### src/rtl/register_file_pkg.sv
// Shared datapath widths and register-index constants for the single-cycle MIPS-style core.
// Reused by the ALU, control unit and top-level datapath.
package register_file_pkg;

    localparam int unsigned DATA_W = 32;
    localparam int unsigned ADDR_W = 5;
    localparam int unsigned NREGS  = 32;

    typedef logic [DATA_W-1:0] word_t;
    typedef logic [ADDR_W-1:0] reg_idx_t;

    localparam reg_idx_t REG_ZERO = 5'd0;

endpackage

### src/rtl/register_file.sv
// 32 x 32-bit register file: two bypassed combinational read ports, one write port,
// an unbypassed debug read port and a per-register "written since reset" bitmap.
module register_file
    import register_file_pkg::*;
(
    input  logic              clk,
    input  logic              rst,
    input  logic [ADDR_W-1:0] rd_addr1,
    input  logic [ADDR_W-1:0] rd_addr2,
    output logic [DATA_W-1:0] rd_data1,
    output logic [DATA_W-1:0] rd_data2,
    input  logic              wr_en,
    input  logic [ADDR_W-1:0] wr_addr,
    input  logic [DATA_W-1:0] wr_data,
    input  logic [ADDR_W-1:0] dbg_addr,
    output logic [DATA_W-1:0] dbg_data,
    output logic [NREGS-1:0]  written
);

    word_t            regs_q [NREGS];
    logic [NREGS-1:0] written_q;

    logic wr_active;
    assign wr_active = wr_en && (wr_addr != REG_ZERO);

    // regs_q[0] is never written, so it stays zero after the first reset.
    always_ff @(posedge clk) begin
        if (rst) begin
            for (int i = 0; i < NREGS; i++) begin
                regs_q[i] <= '0;
            end
            written_q <= '0;
        end else if (wr_active) begin
            regs_q[wr_addr]    <= wr_data;
            written_q[wr_addr] <= 1'b1;
        end
    end

    function automatic word_t read_port(input reg_idx_t addr,
                                        input word_t    stored,
                                        input logic     we,
                                        input reg_idx_t wa,
                                        input word_t    wd);
        word_t res;
        if (addr == REG_ZERO) begin
            res = '0;
        end else if (we && (wa == addr)) begin
            res = wd;
        end else begin
            res = stored;
        end
        return res;
    endfunction

    always_comb begin
        rd_data1 = read_port(rd_addr1, regs_q[rd_addr1], wr_en, wr_addr, wr_data);
        rd_data2 = read_port(rd_addr2, regs_q[rd_addr2], wr_en, wr_addr, wr_data);
        dbg_data = (dbg_addr == REG_ZERO) ? '0 : regs_q[dbg_addr];
    end

    assign written = written_q;

endmodule

### config.mk
export PLATFORM = sky130hd
export DESIGN_NAME = register_file
export DESIGN_NICKNAME = d
export VERILOG_FILES = /design/src/rtl/register_file_pkg.sv /design/src/rtl/register_file.sv
export SDC_FILE = /design/constraint.sdc
export NUM_CORES = 2
export LEC_CHECK = 0
export BUFFER_PORTS_ARGS = -buffer_cell sky130_fd_sc_hd__buf_2
export CORE_MARGIN = 2
export CORE_UTILIZATION = 31
export CTS_CLUSTER_DIAMETER = 100
export CTS_CLUSTER_SIZE = 12
export DETAILED_ROUTE_END_ITERATION = 16
export HOLD_SLACK_MARGIN = 0.1
export PLACE_DENSITY_LB_ADDON = 0.25
export SYNTH_ARGS = -nofsm -noshare
export SYNTH_HDL_FRONTEND = slang
export SYNTH_SLANG_ARGS = --single-unit
### constraint.sdc
create_clock -name clk -period 6.84 [get_ports clk]
set_input_delay 1.368 -clock clk [delete_from_list [all_inputs] [get_ports clk]]
set_output_delay 1.368 -clock clk [all_outputs]
set_load 0.02 [all_outputs]
==> flow_metrics.tcl <==
set metrics [dict create \
    cts_root_buf "clkbuf_16" \
    synth_ff_type "edfxtp_1" \
    cts_buffers 98 \
    synth_cells 4397 \
    cp_slowest_stage_delay_ns 0.54 \
    overflow 0 \
    synth.avg_cell_area_um2 14.61 \
    grt_pass1_vias 44140 \
    fp.dieW_um 459.2 \
    status "finished, violations left" \
    setup_ws_ns 0.7493 \
    synth_warnings 0 \
    place.gp.congestion 0.8792 \
    drive_above_1_share 0.2982 \
    fin_crit_sh 0.8904 \
    synth_seq_cells 1056 \
    crit_chain "buf_8 -> buf_4 -> buf_4 -> mux4_2 -> mux4_2 -> inv_1 -> o21ai_0 -> buf_4 -> buf_2" \
    drtPass1Iterations 6 \
    finalSetupTns_ns 0 \
    placement.cell_area_mm2 0.06929 \
    crit_path_end_kind "output port" \
    ir_drop_mv 0.1640 \
    whs_endpoint "written[18]$_SDFFE_PP0N_" \
    final.min_clock_period_ns 6.091 \
    core_mm2 0.2064 \
    fin_area_mm2 0.07205 \
    power_leakage_uw 0.02491 \
    syn_area_mm2 0.06423 \
    powerDensity_mw_per_mm2 221.8 \
    cts_setup_buffers 0 \
    r2r-end "written[12]$_SDFFE_PP0N_" \
    track_usage 0.2760 \
    synth-simple-area-share 0.1138 \
    drtIter0Drc 8329 \
    cts_resized 0 \
    clkSinkCount 1056 \
    worstRegToRegCells 1 \
    cts.clk_slew.worst_paths_ns 0.06 \
    max_cap_violations 1 \
    worst_pin_slew_ns 1.509 \
    cp_max_fo 44 \
    cp.required_ns 5.47 \
    rsz0062_at_grt "no" \
    rows 167 \
    h-tree-depth 3 \
    hold_path.class "reg -> reg" \
    drcViolationCount 0 \
    vias 46300 \
    synth_fa_ha_area_frac 0 \
    die_y_um 459.2 \
    cts_tree "done" \
    finalHoldViolCount 0 \
    reg2reg_from "written[12]$_SDFFE_PP0N_" \
    hold_depth 1 \
    fin_util 0.3490 \
    die_area_mm2 0.2108 \
    nets 4480 \
    synth_top_family_by_area "multiplexers" \
    r2r_slack_ns 6.23 \
    path_common_cell "buf_4" \
    worst_setup_path_start_kind "input port" \
    muxShareOfSynthArea 0.2993 \
    crit_type "in -> out" \
    ant_nets 0 \
    finClkSkew_ns 0 \
    min_from "written[18]$_SDFFE_PP0N_" \
    grt_pass1_wl_um 396900 \
    portBuffers 182 \
    clock_latency_ns 0.76 \
    cp_slowest_cell "mux4_2" \
    fmax_ghz 0.1642 \
    synthXorXnorAreaFrac 0.001364 \
    critPathArrivalTime_ns 4.72 \
    dp_hpwl_um 181000 \
    wl_per_cell_um 41.03 \
    pre_cts_ws_ns 0.7004 \
    hold_buffers 0 \
    viasPerCell 6.425 \
    slew_headroom -0.01040 \
    io_pins 183 \
    ys_seq_area_frac 0.4887 \
    synth_edf_count 1024 \
    cts_buffer_depth 3 \
    ys_async_sr_fraction 0 \
    wirelength_um 295600 \
    grt_max_degree 69 \
    synth_compound_area_frac 0.05895 \
    initial_core_util 0.3111 \
    antenna_found_initial 56 \
    drv_slew 8 \
    area_delta_synth_final_pct 12.18 \
    setup_viol 0 \
    violations "capacitance limit, slew limit" \
    yosysUniqueCellTypes 58 \
]
==> through the flow <==
stage / hold WS [ns] / power (uW) / instances
after floorplan: 0.5421 / 9524 / 4428
after global placement: 0.4308 / 10780 / 7029
after detailed placement: 0.4343 / 10800 / 7029
after CTS: 0.4529 / 15950 / 7164
after global routing: 0.4663 / 16300 / 7174
final: 0.4506 / 15980 / 7206
==> where the power goes <==
part / switching [uW] / total (uW) / internal [uW] / leakage [uW]
clock network: 2640 / 5250 / 2610 / 0.00129
registers: 267 / 7710 / 7450 / 0.0100
logic: 1830 / 3010 / 1190 / 0.0136
==> worst max-delay path by stage <==
stage	startpoint	endpoint	slack, ns	cells past startpoint
after floorplan	wr_addr[2]	regs_q[4][0]$_SDFFCE_PN0P_	1.73	4
after global placement	dbg_addr[0]	dbg_data[1]	0.70	9
after detailed placement	dbg_addr[0]	dbg_data[1]	0.70	9
after CTS	dbg_addr[0]	dbg_data[1]	0.67	9
after global routing	dbg_addr[0]	dbg_data[1]	0.63	9
final	dbg_addr[0]	dbg_data[1]	0.75	9
==> synthesized netlist by cell type (2+ instances only) <==
master     count  area, um2
edfxtp_1    1024      30750
and2_1       976       6106
mux4_2       707      15920
clkbuf_1     363       1363
mux2i_1      321       3213
a22oi_1      122      915.9
o21ai_0       99      495.5
buf_2         76      380.4
nand2_1       73      274.0
a221oi_1      53      464.2
a21oi_1       50      250.2
nor2_1        48      180.2
nor3_1        38      190.2
inv_1         37      138.9
a211oi_1      36      270.3
a21o_1        32      240.2
dfxtp_1       32      640.6
a221o_1       29      290.3
buf_4         29      217.7
nor2b_1       25      156.4
a211o_1       24      210.2
buf_1         23      86.33
a31oi_1       16      100.1
nand2b_1      16      100.1
nor3b_1       13      97.59
buf_6         12      135.1
o211ai_1      12      90.09
o221a_2       11      123.9
xnor2_1       10      87.58
and3_1         8      50.05
mux2_2         8      90.09
o2111ai_1      8      70.07
o22ai_1        8      50.05
o21ai_1        6      30.03
o311ai_1       6      52.55
nand3_1        5      25.02
o221ai_1       5      43.79
buf_8          4      60.06
o21bai_1       4      30.03
nand3b_1       3      22.52
nand4_1        3      18.77
or3_1          3      18.77
and3b_1        2      17.52
buf_12         2      40.04
or2_2          2      12.51
==> state kept, by name (all words and copies together) (netlist names) <==
name	count
written	32
regs_q	1024
==> placed cells by master, fill, tap and decap left out, types with 10 or more instances in the layout <==
cell,count
a211o_1,24
a31oi_1,16
nor2_4,35
buf_4,193
mux4_2,707
a221oi_1,53
o221a_2,11
a221o_1,29
xnor2_1,10
a211oi_1,36
edfxtp_1,1024
nor2_1,13
buf_2,170
o211ai_1,12
conb_1,32
diode_2,42
a21o_1,32
inv_1,36
dfxtp_1,32
nor3b_1,12
o21ai_0,64
nand2b_1,16
clkbuf_1,29
nor2b_1,19
a21oi_1,50
nand2_1,71
nor3_1,37
a22oi_1,122
mux2i_1,321
buf_12,35
clkbuf_16,98
o21ai_4,33
and2_1,976
==> per-layer routing <==
layer  vias up  share of wire  global-route usage
met1     24420           0.39              0.3769
met5         -        0.00055                   0
met3       736           0.12             0.07036
met4        18          0.055              0.1345
li1      17430              -                   -
met2      3695           0.44              0.4080
==> layout make-up <==
cell class | count | area (um2)
well taps | 2704 | 3383
fillers | 19740 | 134400
multi-input cells | 2825 | 31250
repair buffers | 406 | 3113
clock buffers | 128 | 2575
diodes | 42 | 105.1
flip-flops and latches | 1056 | 31390
clock inverters | 7 | 86.33
inverters | 38 | 147.6
==> critical path, delay by kind of cell <==
kind	cells	cell delay, ns
multiplexers	2	1.00
AO/OA/AOI/OAI	1	0.44
buffers and inverters	6	1.78
==> cells by family (layout without fill, tap and decap cells) <==
family,Yosys count,in the layout
flip-flops,1056,1056
AO/OA/AOI/OAI,527,527
other,1,74
XOR/XNOR,10,10
buffers and inverters,547,579
multiplexers,1036,1036
AND/OR/NAND/NOR,1220,1220
(Power assumes the default switching activity.)
